$ cat src/rtl/mem_port_arbiter.sv
//==============================================================================
// Module      : mem_port_arbiter
// Description : Shares one SRAM-like memory port between the IF-stage fetch
//               and the MEM-stage load/store. The arbiter grants one requester
//               at a time, runs the address/data handshakes and returns the
//               read word with a one-cycle done pulse. It also derives the bus
//               transfer size and raises the pipeline stall.
//
// Ports       : clk, rst                        clock, sync active-high reset
//               inst_req/addr/rdata/done        instruction fetch side
//               data_req/wr/wen/addr/wdata      load/store side
//               data_rdata/done                 load/store completion
//               stall                           pipeline stall (combinational)
//               m_req/wr/size/addr/wdata        memory bridge request side
//               m_addr_ok/data_ok/rdata         memory bridge response side
//
// Options     : MEM_ARB_RR_EN  defined   -> round-robin tie break
//                              undefined -> data always beats fetch
//
// Revision    : 1.0  initial release
//==============================================================================
`default_nettype none

module mem_port_arbiter #(
    parameter int AW = 32,
    parameter int DW = 32
) (
    input  logic          clk,
    input  logic          rst,

    input  logic          inst_req,
    input  logic [AW-1:0] inst_addr,
    output logic [DW-1:0] inst_rdata,
    output logic          inst_done,

    input  logic          data_req,
    input  logic          data_wr,
    input  logic [3:0]    data_wen,
    input  logic [AW-1:0] data_addr,
    input  logic [DW-1:0] data_wdata,
    output logic [DW-1:0] data_rdata,
    output logic          data_done,

    output logic          stall,

    output logic          m_req,
    output logic          m_wr,
    output logic [1:0]    m_size,
    output logic [AW-1:0] m_addr,
    output logic [DW-1:0] m_wdata,
    input  logic          m_addr_ok,
    input  logic          m_data_ok,
    input  logic [DW-1:0] m_rdata
);

    localparam logic [2:0] S_IDLE   = 3'd0;
    localparam logic [2:0] S_D_ADDR = 3'd1;
    localparam logic [2:0] S_D_WAIT = 3'd2;
    localparam logic [2:0] S_I_ADDR = 3'd3;
    localparam logic [2:0] S_I_WAIT = 3'd4;

    localparam logic [1:0] SIZE_WORD = 2'd2;

    // Loads and fetches are always issued as aligned word reads.
    localparam logic [AW-1:0] WORD_MASK = {{(AW-2){1'b1}}, 2'b00};

    logic [2:0] state;
    logic       pick_data;
    logic       faulting_store;
    logic [1:0] wen_size;

`ifdef MEM_ARB_RR_EN
    // 1 = data was the last requester granted; reset favours data next.
    logic last_grant_data;

    always_ff @(posedge clk) begin
        if (rst) begin
            last_grant_data <= 1'b0;
        end else if (state == S_IDLE && (data_req || inst_req)) begin
            last_grant_data <= pick_data;
        end
    end

    assign pick_data = data_req && !(inst_req && last_grant_data);
`else
    assign pick_data = data_req;
`endif

    // A store with no byte lanes enabled never reaches the bus.
    assign faulting_store = data_wr && (data_wen == 4'b0000);

    assign stall = (inst_req && !inst_done) || (data_req && !data_done);

    always_comb begin
        wen_size = SIZE_WORD;
        case (data_wen)
            4'b0001, 4'b0010, 4'b0100, 4'b1000: wen_size = 2'd0;
            4'b0011, 4'b1100:                   wen_size = 2'd1;
            default:                            wen_size = SIZE_WORD;
        endcase
    end

    always_ff @(posedge clk) begin
        if (rst) begin
            state      <= S_IDLE;
            m_req      <= 1'b0;
            m_wr       <= 1'b0;
            m_size     <= SIZE_WORD;
            m_addr     <= '0;
            m_wdata    <= '0;
            inst_rdata <= '0;
            data_rdata <= '0;
            inst_done  <= 1'b0;
            data_done  <= 1'b0;
        end else begin
            inst_done <= 1'b0;
            data_done <= 1'b0;
            case (state)
                S_IDLE: begin
                    if (pick_data) begin
                        if (faulting_store) begin
                            data_done <= 1'b1;
                        end else begin
                            state   <= S_D_ADDR;
                            m_req   <= 1'b1;
                            m_wr    <= data_wr;
                            m_size  <= data_wr ? wen_size : SIZE_WORD;
                            m_addr  <= data_wr ? data_addr : (data_addr & WORD_MASK);
                            m_wdata <= data_wdata;
                        end
                    end else if (inst_req) begin
                        state   <= S_I_ADDR;
                        m_req   <= 1'b1;
                        m_wr    <= 1'b0;
                        m_size  <= SIZE_WORD;
                        m_addr  <= inst_addr & WORD_MASK;
                        m_wdata <= '0;
                    end
                end
                S_D_ADDR: begin
                    if (m_addr_ok) begin
                        m_req <= 1'b0;
                        if (m_data_ok) begin
                            state      <= S_IDLE;
                            data_rdata <= m_rdata;
                            data_done  <= 1'b1;
                        end else begin
                            state <= S_D_WAIT;
                        end
                    end
                end
                S_D_WAIT: begin
                    if (m_data_ok) begin
                        state      <= S_IDLE;
                        data_rdata <= m_rdata;
                        data_done  <= 1'b1;
                    end
                end
                S_I_ADDR: begin
                    if (m_addr_ok) begin
                        m_req <= 1'b0;
                        if (m_data_ok) begin
                            state      <= S_IDLE;
                            inst_rdata <= m_rdata;
                            inst_done  <= 1'b1;
                        end else begin
                            state <= S_I_WAIT;
                        end
                    end
                end
                S_I_WAIT: begin
                    if (m_data_ok) begin
                        state      <= S_IDLE;
                        inst_rdata <= m_rdata;
                        inst_done  <= 1'b1;
                    end
                end
                default: begin
                    state <= S_IDLE;
                    m_req <= 1'b0;
                end
            endcase
        end
    end

endmodule

`default_nettype wire

$ cat config.mk
export PLATFORM = sky130hd
export DESIGN_NAME = mem_port_arbiter
export DESIGN_NICKNAME = d
export VERILOG_FILES = /design/src/rtl/mem_port_arbiter.sv
export SDC_FILE = /design/constraint.sdc
export NUM_CORES = 1
export LEC_CHECK = 0
export ABC_AREA = 1
export CAP_MARGIN = 20
export CORE_UTILIZATION = 41
export CTS_BUF_LIST = sky130_fd_sc_hd__clkbuf_4
export CTS_CLUSTER_SIZE = 16
export DETAILED_ROUTE_END_ITERATION = 8
export PLACE_DENSITY_LB_ADDON = 0.25
export SLEW_MARGIN = 20
export SYNTH_ARGS = -nofsm -noshare
export SYNTH_HDL_FRONTEND = slang
export SYNTH_SLANG_ARGS = --single-unit
$ cat constraint.sdc
create_clock -name clk -period 1.6 [get_ports clk]
set_input_delay 0.24 -clock clk [delete_from_list [all_inputs] [get_ports clk]]
set_output_delay 0.24 -clock clk [all_outputs]
set_load 0.01 [all_outputs]
==> summary.txt, run 1 <==
Routing
  – Routed vias: ~5,700
  – Antenna viol nets, final: 0
  – Routed len/inst: 13.9 um
  – Initial DRT Pass Iterations: 6
  – Vias per cell: about 4.8
  – Iter 0 DRT Violations: 298
  – DRC: 0
  – Total wire length: 16,600 um

Worst setup path
  – Crit. End Element: primary output
  – Critical Path AT: between 1 and 1.5 ns
  – CP Data Required Time: approximately 1.4 ns
  – Maximum fanout along the worst path: 2
  – Critical path class: reg2out
  – Worst-path cell chain: dlygate4sd2_1
  – Worst r2r src: state[2]
  – Crit path buffers/inverters: 1
  – Worst path top cell family by delay: flip-flops
  – Element type at the critical path start: flip-flop
  – Worst Setup SP: inst_done
  – CP max stage delay: 0.35 ns
  – CP max stage cell: dfxtp_1

Timing
  – Clock Skew: ~0.021 ns
  – Final Hold Violating Endpoints: 0
  – Worst hold margin: 0.202 ns
  – Final setup viols: 0
  – Max-slew violations: 0
  – Slew margin rel.: 69.3%
  – Tmin final: 1.47 ns
  – Final period utilization: 91.7%
  – Actual slew at the worst max-slew pin: about 0.46 ns
  – F_max: 681 MHz
  – Post-route setup slack: 0.132 ns
  – RSZ-0062 raised after global routing: false

Clock network
  – Worst skew pair latency: 0.54 ns
  – Total number of H-tree levels: 4
  – CTS Sinks: 137
  – Post-CTS Setup Inserts: 0
  – Worst-path clk slew: ~0.11 ns
  – Cts bufs inserted: 17
  – Maximum clock insertion buffer count: 2
  – CTS tree: done
  – Root buf cell: clkbuf_4

Power
  – Leakage: 4.07 nW
  – Worst VDD drop: 0.599 mV
  – PwrDens: about 1100 mW/mm^2

Min path
  – Worst Min Path Start: rst
  – Hold Crit Class: in2reg

Placed design
  – Port Buf Inserts: ~270
  – Dpl ws: -0.191 ns
  – Detailed Place HPWL: 11,800 um
  – Gpl congestion: 0.747
  – DP Cell Count: 1,156

Die
  – Initial Utilization: a little over two fifths
  – Height of the die: 116 um
  – Die Span X: 116 um
  – Ports: 274
  – Core area: 0.0126 sq mm
  – Die area: 0.0134 sq mm
  – Site row count: 41

Synth
  – Syn Inst Count: 735
  – EDFF count, synth: 0
  – Syn Nets: 874
  – Most numerous cell in the Yosys netlist: nand2_1
  – Synth cell types: 20
  – Synthesized flop and latch total: 137
  – Ys Warns: 0
  – Largest cells by area after synthesis: dfxtp_1, nand2_1, nor2_1, a21oi_1, o21ai_0
  – Synth Area per Inst: 7.22 sq um
  – Post-Syn Area: around 0.0053 sq mm
  – Register area share after synthesis: 51.6%
  – Top_reg_cell synth: dfxtp_1
  – Post-synth ARST share: 0%
  – Leading area contributor after synthesis: dfxtp_1
  – Synth top area share: ~52%
  – Top cells by count, synth: nand2_1, nor2_1, dfxtp_1, a21oi_1, o21ai_0

Global routing
  – Pin count of the biggest net entering global routing: 71
  – GRT Resource Usage Total: 24.6%
  – Vias in the first global route: 5,292
  – Gr ovfl total: 0
  – First-pass GRT wire length: 25,500 um
  – Antenna violations before repair: 0

Finish
  – Antenna cell count: 0
  – Area delta synth->final: 57.0%
  – Finished Layout Cells: 1,188
  – Share of layout cells above drive strength 1: 7.28%
  – Total Nets Final: between 1,000 and 1,500

Status
  – Status: complete, no violations

Flow run
  – Max_cap viols: 0
[final cells by class]
cell class,count,area [sq um]
Sequential cell,137,2740
Tap cell,172,215
Multi-Input combinational cell,535,2270
Clock buffer,19,143
Clock inverter,13,106
Timing Repair Buffer,300,2810
Inverter,12,47.5
Fill cell,1222,4280
[worst register-to-register path: cells and delay by family (launching register included)]
| family | cells | cell delay, ns |
|---|---|---|
| simple gates | 4 | 0.47 |
| buf+inv | 3 | 0.39 |
| flops | 1 | 0.36 |
| compound gates | 1 | 0.13 |
[layout by cell type (no fill, tap or decap), types with 2 or more instances in the layout]
cell             Yosys  routed
a21oi_1             70      69
buf_12               0       5
buf_2               15       3
buf_4                2      24
clkbuf_4             0      19
clkdlybuf4s50_1      0     134
clkinv_1             0       2
clkinv_2             0       4
clkinv_4             0       3
clkinvlp_4           0       3
dfxtp_1            137     136
dlygate4sd2_1        0     134
inv_1                6       6
inv_2                6       5
nand2_1            208     208
nand3_1             46      46
nor2_1             139     139
o21ai_0             63      63
o21ai_1              3       3
[power by group]
part | switching [mW] | internal [mW]
Clock | 1.25 | 0.787
Sequential | 0.217 | 3.88
Combinational | 1.57 | 1.31
[state kept, by name, summed over array words and instances, names as in the netlist]
name	cells
m_wr	1
m_req	1
m_addr	32
inst_done	1
state	3
inst_rdata	32
m_size	2
data_done	1
m_wdata	32
data_rdata	32
[cells by family (layout without fill, tap and decap cells)]
kind of cell           Yosys count  count (layout)  synth area share (%)
DFF                            137             137                  51.6
buffers and inverters           63             344                  5.65
AOI/OAI and AO/OA              137             137                  12.9
and+or+nand+nor                398             398                  29.8
[per-layer routing]
metal | vias up | global-route usage [%] | part of all wire [%]
li1 | 2890 | - | -
met1 | 2577 | 27.3 | 41
met2 | 206 | 42.3 | 47
met3 | 31 | 9.78 | 9.9
met4 | 0 | 9.40 | 2.1
met5 | - | 0 | 0
[through the flow]
stage               area (sq um)  util, %  power, mW  setup TNS, ns
floorplan                   5310        -       5.69              0
detailed placement          8250     65.4       7.38         -11.86
CTS                         8340     66.1       9.10              0
global placement            8250     65.4       7.34         -10.14
global route                8340     66.1       9.60              0
finish                      8340     66.1       9.01              0
[path summary, 6_finish.rpt]
check                           cells past startpoint          end  slack, ns
worst max register to register                      8  m_wdata[19]       0.20
worst min register to register                      2   m_addr[10]       0.47
worst max-delay path                                1    inst_done       0.13
worst min-delay path                                3    data_done       0.20
[what timing repair did]
item                                    4_1_cts  5_1_grt
hold buffers                                  0        0
endpoints found under the hold margin         0        0
endpoints found under the setup margin      135       30
gates resized for setup                     137        4
No activity file was read; power rests on OpenSTA's default activity.
==> run 2: changes to the inputs <==
==> constraint.sdc (replaced) <==
create_clock -name clk -period 1.5 [get_ports clk]
set_input_delay 0.225 -clock clk [delete_from_list [all_inputs] [get_ports clk]]
set_output_delay 0.225 -clock clk [all_outputs]
set_load 0.01 [all_outputs]
==> summary.txt, run 2 (synthesized netlist as in run 1, its figures left out) <==
Timing
  – Tmin final: 1.42 ns
  – Slew margin rel.: 67.5% (-1.8 points)
  – F_max: approximately 700 MHz
  – Max-slew violations: 0 (unchanged)
  – Final period utilization: 94.7%
  – Worst hold margin: 0.163 ns (-0.0381 ns)
  – Final Hold Violating Endpoints: 0 (unchanged)
  – RSZ-0062 raised after global routing: true
  – Post-route setup slack: 0.0798 ns (-0.0527 ns)
  – Final setup viols: 0 (unchanged)
  – Clock Skew: 0.0161 ns (-0.00536 ns)
  – Actual slew at the worst max-slew pin: 0.488 ns (+0.0276 ns)

Global routing
  – First-pass GRT wire length: 26,000 um (+2.0%)
  – Gr ovfl total: 0 (unchanged)
  – Pin count of the biggest net entering global routing: 71 (unchanged)
  – Antenna violations before repair: 2 (+2)
  – Vias in the first global route: 5,346 (+1.0%)
  – GRT Resource Usage Total: 25.1% (+0.53 points)

Power
  – Worst VDD drop: 0.914 mV (+53%)
  – PwrDens: 1190 mW/mm^2 (+10%)
  – Leakage: 4.06 nW (-0.28%)

Die
  – Site row count: 41 (unchanged)
  – Ports: 274 (unchanged)
  – Height of the die: 116 um (unchanged)
  – Initial Utilization: 42.1% (unchanged)
  – Core area: 0.0126 sq mm (unchanged)
  – Die Span X: 116 um (unchanged)
  – Die area: 0.0134 sq mm (unchanged)

Finish
  – Final Cell Area: 0.00846 sq mm (+1.5%)
  – Core Util, Final: 67.1% (+0.99 points)
  – Area delta synth->final: 59.4%
  – Total Nets Final: 1,140 (-0.18%)
  – Most frequent cells in the layout: nand2_1, nor2_1, dfxtp_1, clkdlybuf4s50_1, dlygate4sd2_1
  – Share of layout cells above drive strength 1: 7.79% (+0.51 points)
  – Finished Layout Cells: 1,188 (unchanged)
  – FILL cells: 1,143 (-6.5%)
  – Commonest non-fill, non-tap cell in the layout: nand2_1

Routing
  – Met2 WL: 7920 um (+1.9%)
  – Vias per cell: 4.83 (+0.58%)
  – Routed vias: 5,737 (+0.58%)
  – Met1 WL: 6940 um (+1.9%)
  – Routed len/inst: 14.3 um (+2.7%)
  – DRC: 0 (unchanged)
  – Total wire length: 17,000 um (+2.7%)
  – Initial DRT Pass Iterations: 5 (-1)
  – Met3 Routed Length: 1690 um (+3.2%)
  – Iter 0 DRT Violations: 365 (+22%)
  – Antenna viol nets, final: 0 (unchanged)
  – Max layer used: met4

Placed design
  – DP Cell Count: 1,153 (-0.26%)
  – DP Area: 0.00827 sq mm (+0.18%)
  – Detailed Place HPWL: 11,800 um (-0.24%)
  – Gpl congestion: 0.766 (+2.5%)
  – Port Buf Inserts: 271 (unchanged)
  – Dpl ws: -0.271 ns (-0.0796 ns)

Clock network
  – Worst skew pair latency: 0.55 ns (about the same)
  – CTS Sinks: 137 (unchanged)
  – Maximum clock insertion buffer count: 2 (unchanged)
  – Cts bufs inserted: 17 (unchanged)
  – Total number of H-tree levels: 4 (unchanged)
  – Post-CTS Setup Inserts: 0 (unchanged)
  – Root buf cell: clkbuf_4
  – Worst-path clk slew: 0.11 ns (about the same)
  – CTS tree: done

Min path
  – Hold Crit Class: in2reg
  – Worst Min Path Start: rst
  – Worst Hold Path EP: m_wdata[5]
  – WHS Path Cells: 3 (unchanged)

Worst setup path
  – CP max stage delay: 0.37 ns (+0.02 ns)
  – Crit path buffers/inverters: 1 (unchanged)
  – CP max stage cell: dfxtp_1
  – Maximum fanout along the worst path: 2 (unchanged)
  – Worst path top cell family by delay: flip-flops
  – Cell count of the worst reg-to-reg path: 8 (unchanged)
  – Reg-to-reg slack, setup: 0.13 ns (-0.07 ns)
  – R2r endpoint: m_wdata[16]
  – Critical Path AT: 1.20 ns (-0.03 ns)
  – CP Data Required Time: 1.27 ns (-0.09 ns)
  – Worst r2r src: state[0]
  – Crit. End Element: primary output
  – Critical path class: reg2out
  – Worst-path cell chain: clkdlybuf4s15_1
  – Element type at the critical path start: flip-flop

Status
  – Status: complete, no violations

Flow run
  – Max_cap viols: 0 (unchanged)
[run 2: cell count changes in the layout (fill, tap and decap cells not counted), sizes merged]
cell and delta:
buf -3, bufinv +2, clkbuf +3, clkdlybuf4s15 +13, clkinv -1, diode +2
dlygate4sd2 -16
[run 2: per-layer routing]
metal / global-route usage, % / vias up
met5: 0 / -
met4: 12.0 / 0
met3: 9.88 / 39
met2: 41.0 / 213
met1: 28.8 / 2588
li1: - / 2897
[run 2: per-stage QoR]
stage	setup TNS [ns]	power, mW
after floorplan	0	6.07
after global placement	-13.91	7.84
after detailed placement	-18.38	7.90
after CTS	0	10.0
after global routing	-0.00959	10.7
final	0	10.1
[run 2: worst max-delay path by stage]
stage / start / to / slack, ns / cells past startpoint
after floorplan: state[2] / data_rdata[10] / 0.25 / 9
after global placement: data_wen[3] / m_wdata[3] / -0.23 / 8
after detailed placement: data_wen[3] / m_wdata[9] / -0.27 / 7
after CTS: inst_done / stall / 0.004 / 2
after global routing: state[0] / m_wdata[17] / -0.009 / 8
final: inst_rdata[5] / inst_rdata[5] / 0.08 / 1
[run 2: final cells by class]
| cell class | count | area, sq um | share of cell area (%) |
|---|---|---|---|
| diodes | 2 | 5.00 | 0.0591 |
| clock buffers | 18 | 135 | 1.60 |
| clock inverters | 14 | 156 | 1.85 |
| inverters | 12 | 50.0 | 0.591 |
| multi-input cells | 535 | 2290 | 27.0 |
| flip-flops and latches | 137 | 2750 | 32.5 |
| well taps | 172 | 215 | 2.54 |
| repair buffers | 298 | 2870 | 33.9 |
[run 2: timing repair]
item                                    CTS  global route
pin swaps                                 0             2
endpoints found under the setup margin  135            97
hold buffers                              0             0
resized for setup                       140            30
gates cloned                              0             1
[run 2: report_power, final]
part | internal (mW) | total (mW) | switching [mW]
Combinational | 1.47 | 3.19 | 1.72
Clock | 1.15 | 2.48 | 1.33
Sequential | 4.14 | 4.38 | 0.240
